`config.mk`:
```
export PLATFORM = sky130hd
export DESIGN_NAME = mem_ral_responder
export DESIGN_NICKNAME = d
export VERILOG_FILES = /design/src/rtl/mem_resp_pkg.sv /design/src/rtl/mem_resp_array.sv /design/src/rtl/mem_ral_responder.sv
export SDC_FILE = /design/constraint.sdc
export NUM_CORES = 1
export LEC_CHECK = 0
export CORE_MARGIN = 5
export CORE_UTILIZATION = 45
export DETAILED_ROUTE_END_ITERATION = 6
export PLACE_DENSITY_LB_ADDON = 0.05
export SYNTH_ARGS = -nofsm -noshare
export SYNTH_HDL_FRONTEND = slang
export SYNTH_SLANG_ARGS = --single-unit
export TNS_END_PERCENT = 1
```
`constraint.sdc`:
```
create_clock -name clk -period 8.6 [get_ports clk]
set_input_delay 2.58 -clock clk [delete_from_list [all_inputs] [get_ports clk]]
set_output_delay 2.58 -clock clk [all_outputs]
set_load 0.02 [all_outputs]
```
`src/rtl/mem_resp_pkg.sv`:
```
// ---------------------------------------------------------------------------
// mem_resp_pkg
// Shared definitions for the memory-bus responder (mem_ral_responder) and
// its storage array (mem_resp_array).
//
// Contents:
//   mem_resp_state_e : responder FSM states IDLE -> WAIT -> RESP -> IDLE
//   OOR_RDATA        : fill bit returned as read data for an out-of-range
//                      address (replicated to the full data width)
//
// The request struct mem_req_t is declared inside mem_ral_responder because
// its field widths follow that module's parameters.
//
// Optional feature macro: MEM_RESP_WSTRB_EN (byte write strobes).
// ---------------------------------------------------------------------------
package mem_resp_pkg;

    typedef enum logic [1:0] {
        IDLE = 2'd0,
        WAIT = 2'd1,
        RESP = 2'd2
    } mem_resp_state_e;

    localparam logic OOR_RDATA = '0;

endpackage : mem_resp_pkg

```
`src/rtl/mem_resp_array.sv`:
```
// ---------------------------------------------------------------------------
// mem_resp_array
// MEM_SIZE x DATA_WIDTH register storage with a synchronous byte-enabled
// write port, an asynchronous (combinational) read port and a synchronous
// clear that zeroes every word.
//
// Ports:
//   clk    in   1            clock, all state on posedge
//   clr    in   1            synchronous clear of all words (wins over we)
//   we     in   1            write enable
//   idx    in   IDX_W        word index for both read and write
//   wdata  in   DATA_WIDTH   write data
//   wstrb  in   DATA_WIDTH/8 per-byte write enables
//   rdata  out  DATA_WIDTH   contents of word idx
//
// The caller guarantees idx < MEM_SIZE whenever we is asserted and
// discards rdata for out-of-range indices.
// ---------------------------------------------------------------------------
module mem_resp_array
    import mem_resp_pkg::*;
#(
    parameter int unsigned DATA_WIDTH = 32,
    parameter int unsigned MEM_SIZE   = 16,
    parameter int unsigned IDX_W      = 4
) (
    input  logic                    clk,
    input  logic                    clr,
    input  logic                    we,
    input  logic [IDX_W-1:0]        idx,
    input  logic [DATA_WIDTH-1:0]   wdata,
    input  logic [DATA_WIDTH/8-1:0] wstrb,
    output logic [DATA_WIDTH-1:0]   rdata
);

    localparam int unsigned STRB_W = DATA_WIDTH / 8;

    logic [DATA_WIDTH-1:0] mem [MEM_SIZE];

    always_ff @(posedge clk) begin
        if (clr) begin
            for (int unsigned i = 0; i < MEM_SIZE; i++) begin
                mem[i] <= '0;
            end
        end else if (we) begin
            for (int unsigned b = 0; b < STRB_W; b++) begin
                if (wstrb[b]) begin
                    mem[idx][b*8 +: 8] <= wdata[b*8 +: 8];
                end
            end
        end
    end

    assign rdata = mem[idx];

endmodule : mem_resp_array

```
`src/rtl/mem_ral_responder.sv`:
```
// ---------------------------------------------------------------------------
// mem_ral_responder
// Responder end of the memory bus driven by the RAL agent. Serves
// single-beat reads and writes to a MEM_SIZE-word register array, inserting
// WAIT_STATES wait cycles per access and signalling completion with a
// one-cycle slv_rsp pulse.
//
// Parameters:
//   ADDR_WIDTH   word address width
//   DATA_WIDTH   data width, multiple of 8
//   MEM_SIZE     number of words, <= 2**ADDR_WIDTH
//   WAIT_STATES  wait cycles between accept and response, 0..15
//
// Ports:
//   clk      in   1             clock
//   reset    in   1             synchronous active-low reset
//   req      in   1             request qualifier, sampled only in IDLE
//   wr       in   1             1 = write, 0 = read
//   addr     in   ADDR_WIDTH    word address
//   wdata    in   DATA_WIDTH    write data
//   wstrb    in   DATA_WIDTH/8  byte strobes (only with MEM_RESP_WSTRB_EN)
//   rdata    out  DATA_WIDTH    read data, valid with slv_rsp, held after
//   slv_rsp  out  1             one-cycle completion pulse
//   err      out  1             out-of-range flag, valid with slv_rsp
//
// Optional feature macro: MEM_RESP_WSTRB_EN adds the wstrb port; without it
// every write updates the full word.
// ---------------------------------------------------------------------------
module mem_ral_responder
    import mem_resp_pkg::*;
#(
    parameter int unsigned ADDR_WIDTH  = 8,
    parameter int unsigned DATA_WIDTH  = 32,
    parameter int unsigned MEM_SIZE    = 16,
    parameter int unsigned WAIT_STATES = 2
) (
    input  logic                    clk,
    input  logic                    reset,
    input  logic                    req,
    input  logic                    wr,
    input  logic [ADDR_WIDTH-1:0]   addr,
    input  logic [DATA_WIDTH-1:0]   wdata,
`ifdef MEM_RESP_WSTRB_EN
    input  logic [DATA_WIDTH/8-1:0] wstrb,
`endif
    output logic [DATA_WIDTH-1:0]   rdata,
    output logic                    slv_rsp,
    output logic                    err
);

    localparam int unsigned          STRB_W    = DATA_WIDTH / 8;
    localparam int unsigned          IDX_W     = (MEM_SIZE > 1) ? $clog2(MEM_SIZE) : 1;
    localparam logic [ADDR_WIDTH:0]  MEM_LIMIT = (ADDR_WIDTH+1)'(MEM_SIZE);
    localparam logic [3:0]           WAIT_LOAD = 4'(WAIT_STATES - 1);

    typedef struct packed {
        logic                  wr;
        logic [ADDR_WIDTH-1:0] addr;
        logic [DATA_WIDTH-1:0] wdata;
`ifdef MEM_RESP_WSTRB_EN
        logic [STRB_W-1:0]     wstrb;
`endif
    } mem_req_t;

    mem_resp_state_e       state_q, state_d;
    logic [3:0]            cnt_q, cnt_d;
    mem_req_t              lat_q, lat_d;
    mem_req_t              bus_req, cur_req;
    logic [DATA_WIDTH-1:0] rdata_d;
    logic                  rsp_d, err_d;
    logic                  go_resp;
    logic                  in_range;
    logic                  arr_we;
    logic [STRB_W-1:0]     arr_strb;
    logic [DATA_WIDTH-1:0] arr_rdata;

    always_comb begin
        bus_req       = '0;
        bus_req.wr    = wr;
        bus_req.addr  = addr;
        bus_req.wdata = wdata;
`ifdef MEM_RESP_WSTRB_EN
        bus_req.wstrb = wstrb;
`endif
    end

    // Next state and latch
    always_comb begin
        state_d = state_q;
        cnt_d   = cnt_q;
        lat_d   = lat_q;
        go_resp = 1'b0;
        unique case (state_q)
            IDLE: begin
                if (req) begin
                    lat_d = bus_req;
                    if (WAIT_STATES == 0) begin
                        state_d = RESP;
                        go_resp = 1'b1;
                    end else begin
                        state_d = WAIT;
                        cnt_d   = WAIT_LOAD;
                    end
                end
            end
            WAIT: begin
                if (cnt_q == '0) begin
                    state_d = RESP;
                    go_resp = 1'b1;
                end else begin
                    cnt_d = cnt_q - 4'd1;
                end
            end
            RESP: begin
                state_d = IDLE;
            end
            default: begin
                state_d = IDLE;
            end
        endcase
    end

    // The access is performed on the edge that enters RESP, so that rdata,
    // err and slv_rsp are all valid during the RESP cycle itself. With zero
    // wait states that edge is the accept edge, so the live bus request is
    // used instead of the (not yet loaded) latch.
    always_comb begin
        cur_req  = (state_q == IDLE) ? bus_req : lat_q;
        in_range = ({1'b0, cur_req.addr} < MEM_LIMIT);
        arr_we   = go_resp && cur_req.wr && in_range;
`ifdef MEM_RESP_WSTRB_EN
        arr_strb = cur_req.wstrb;
`else
        arr_strb = '1;
`endif
        rsp_d   = go_resp;
        err_d   = go_resp ? !in_range : err;
        rdata_d = rdata;
        if (go_resp && !cur_req.wr) begin
            rdata_d = in_range ? arr_rdata : {DATA_WIDTH{OOR_RDATA}};
        end
    end

    always_ff @(posedge clk) begin
        if (!reset) begin
            state_q <= IDLE;
            cnt_q   <= '0;
            lat_q   <= '0;
            rdata   <= '0;
            slv_rsp <= 1'b0;
            err     <= 1'b0;
        end else begin
            state_q <= state_d;
            cnt_q   <= cnt_d;
            lat_q   <= lat_d;
            rdata   <= rdata_d;
            slv_rsp <= rsp_d;
            err     <= err_d;
        end
    end

    mem_resp_array #(
        .DATA_WIDTH (DATA_WIDTH),
        .MEM_SIZE   (MEM_SIZE),
        .IDX_W      (IDX_W)
    ) u_array (
        .clk   (clk),
        .clr   (!reset),
        .we    (arr_we),
        .idx   (cur_req.addr[IDX_W-1:0]),
        .wdata (cur_req.wdata),
        .wstrb (arr_strb),
        .rdata (arr_rdata)
    );

endmodule : mem_ral_responder

```
==> results.json <==
{
  "synth-simple-area-share_pct": 12.6,
  "timing.hold.worst_path_depth": 2,
  "worst_clk_skew_ns": 0.0295,
  "leak_nw": 9.65,
  "yosysWarnings": 0,
  "rsz0062_at_grt": "false",
  "finalHoldViolCount": 0,
  "report.final.setup_viol": 0,
  "timing.final.crit_share_pct": 68.6,
  "data_required_time_of_the_worst_path_ns": 8.81,
  "muxShareOfSynthArea_pct": 1.42,
  "flow.area_growth_from_synthesis_pct": 14.8,
  "global_route_wire_length_before_repair_mm": 112,
  "synth_edf_count": 512,
  "endpoint_with_the_worst_hold_slack": "rdata[18]",
  "setup.worst_path.end_class": "flop",
  "design.final.nets": 2076,
  "post_cts.repair.setup_buffers": 0,
  "ff2ff_path_depth": 6,
  "total_neg_setup_slack_ns": 0,
  "reg2reg_setup_slack_ns": 4.57,
  "max_slew.worst_pin.slew_ns": 1.28,
  "cts-hold-fix-buffers": 0,
  "detail_route.wirelength_mm": 75.5,
  "route.vias.total": 16800,
  "synth_top_family_by_area": "simple AND/OR/NAND/NOR gates",
  "initialDrtViolationCount": 2014,
  "multi_input_area_mm2": 0.00633,
  "drt_first_pass_iters": 5,
  "synth_seq_area_share_pct": 70.7,
  "cts-resized-gates": 0,
  "critical_path.reg2reg.startpoint": "state_q[1]",
  "clock_latency_ns": 0.60,
  "die_area_mm2": 0.0582,
  "rows": 84,
  "sequential_cell_area_mm2": 0.0170,
  "syn_avg_cell_area_um2": 12.0,
  "pre_cts_ws_ns": 2.09,
  "max-slew-margin-rel_pct": 14.1,
  "fp.dieW_um": 241,
  "post-route-drc-count": 0,
  "clkSinkCount": 593,
  "max-clock-path-buffers": 3,
  "grt_overflow_total": 0,
  "min-delay-start": "rdata[18]",
  "worstHoldPathType": "flop to flop",
  "cellPowerDensity_mw_per_mm2": 251,
  "root_buffer": "clkbuf_16",
  "dp_hpwl_mm": 39.3,
  "cts.reportedPaths.clkPinSlew_ns": 0.06,
  "routed_via_density": 6.05,
  "die_height_um": 241,
  "power.total_mw": 6.94,
  "worst_ir_drop_vdd_mv": 0.142,
  "crit_slowest_cell": "nand2_2",
  "core-area_mm2": 0.0528,
  "run_status": "finished, final reports clean",
  "post_synth_xor_area_fraction_pct": 0.0728,
  "final_layout_size_suffix_gt1_share_pct": 10.6,
  "post_synthesis_instance_total": 2012,
  "critPathKind": "input pin to flop",
  "diodes": 0,
  "fmaxAchievable_ghz": 0.170,
  "ctsHtreeMaxLevel": 3,
  "worst-path-max-fanout": 33,
  "critical_path.reg2reg.endpoint": "u_array.mem[15][7]",
  "grt_max_degree": 130,
  "critPathArrivalTime_ns": 6.11,
  "synth_compound_area_share_pct": 11.2,
  "initial_standard_cell_utilization_of_the_core_pct": 45.6,
  "grt_pass1_vias": 16900,
  "timing.critical_path.from_type": "input pin",
  "synth_seq_cells": 593,
  "tritoncts_clock_tree": "yes",
  "gp_congestion": 0.780,
  "cell_chain_critical_path": "clkdlybuf4s50_1 > buf_4 > inv_2 > or3b_4 > or3_4 > nor2_4 > nand2_2 > nand2_2",
  "cp_common_cell": "nand2_2",
  "tritoncts_buffer_count": 66,
  "yosys_most_used_dff": "edfxtp_1",
  "worst_path_largest_cell_delay_ns": 1.03,
  "synthAdderAreaFrac_pct": 0.104,
  "mappedNetlistNets": 2058,
  "grt_usage_pct": 26.0,
  "netlist-cell-type-count": 40,
  "async_reset_ff_share_pct": 0,
  "maxCapViolations": 0,
  "post-route-worst-setup-slack_ns": 2.70,
  "antenna_violations_before_repair": 1,
  "wl_per_cell_um": 27.3,
  "ios": 78,
  "remaining_antenna_violation_count_after_routing": 0,
  "report.final.slew_viol_count": 0,
  "netlist_area_before_placement_mm2": 0.0240,
  "final.fill_count": 4607,
  "layout_min_cycle_time_ns": 5.90,
  "numPortBuffers": 77
}
==> area by class of cell <==
type | count | share of cell area [%]
flip-flops and latches | 593 | 61.5
multi-input cells | 1238 | 22.9
clock buffers | 106 | 7.56
repair buffers | 124 | 4.11
well taps | 688 | 3.12
clock inverters | 15 | 0.648
inverters | 7 | 0.0952
==> kinds of logic (layout without fill, tap and decap cells) <==
| logic type | after synthesis | in the layout |
|---|---|---|
| buffers and inverters | 181 | 252 |
| muxes | 34 | 34 |
| xor gates and xnor gates | 2 | 2 |
| and+or+nand+nor | 732 | 732 |
| AOI/OAI and AO/OA | 468 | 468 |
| DFF | 593 | 593 |
| adders and majority gates | 2 | 2 |
==> cell usage after synthesis (2+ instances only) <==
cell type	count	share of area, %
xor2_1	2	0.073
nand2b_1	3	0.078
nand2_4	8	0.37
nand2_2	4	0.10
buf_2	69	1.4
mux2i_1	34	1.4
nor4b_1	2	0.073
nand4_1	32	0.83
a31oi_1	4	0.10
a211oi_1	3	0.094
nand2_1	140	2.2
o21ai_2	2	0.073
o21ai_1	14	0.29
nand3_1	2	0.042
nor3_1	2	0.042
nand3b_1	3	0.094
a21oi_1	42	0.87
nor2_8	2	0.17
edfxtp_1	512	64
nor2_1	522	8.1
ha_1	2	0.10
nor4_1	3	0.078
o21ai_0	146	3.0
o22ai_1	256	6.7
buf_6	24	1.1
clkbuf_1	80	1.2
dfxtp_1	81	6.7
inv_1	6	0.094
==> flip-flops by register name (all words and copies together) (netlist names) <==
| signal | flops |
|---|---|
| rdata | 32 |
| u_array.mem | 512 |
| cnt_q | 4 |
| slv_rsp | 1 |
| err | 1 |
| state_q | 2 |
| lat_q | 41 |
==> worst max-delay path by stage <==
stage / startpoint / cells past startpoint / end
floorplan: reset / 8 / u_array.mem[1][0]
global placement: reset / 8 / u_array.mem[5][17]
detailed placement: reset / 8 / u_array.mem[5][18]
CTS: reset / 8 / u_array.mem[5][17]
global route: reset / 8 / u_array.mem[5][17]
finish: reset / 8 / u_array.mem[5][17]
==> placed cells by master (no fill, tap or decap), types with 14 or more instances in the layout <==
master / n
clkbuf_16: 71
nand2_1: 118
nor2_1: 521
edfxtp_1: 512
o21ai_1: 14
mux2i_1: 14
nand4_1: 32
o21ai_0: 146
mux2i_2: 20
nand2_2: 26
a21oi_1: 41
clkbuf_8: 18
clkdlybuf4s50_1: 77
clkbuf_1: 17
o22ai_1: 256
dfxtp_1: 81
buf_4: 46
==> per-layer routing <==
layer	share of wire, %	GRT usage, %	vias up	routed length, um
met5	0	0	-	0
met4	3.1	7.78	0	2310
met3	7.9	5.07	133	5960
met2	45	39.8	744	33800
met1	44	38.2	8519	33500
li1	-	-	7377	-
==> power breakdown <==
part | internal, mW | total [mW] | switching, mW | leakage (nW)
logic | 0.206 | 0.741 | 0.535 | 2.58
registers | 3.23 | 3.27 | 0.0428 | 5.94
clock network | 1.78 | 2.93 | 1.15 | 1.12
==> per-stage QoR <==
step	instance area, um^2	hold WS [ns]	std cells	utilization [%]
2_1_floorplan	24000	0.436	2012	-
3_3_place_gp	25300	0.434	2650	48.0
3_5_place_dp	25300	0.441	2650	48.0
4_1_cts	27600	0.449	2771	52.3
5_1_grt	27600	0.469	2771	52.3
6_report	27600	0.444	2771	52.3
==> worst max-delay path: cells and delay by family <==
family	cells	cell delay (ns)
buf+inv	3	0.84
simple gates	5	2.67
(Power assumes the default switching activity.)
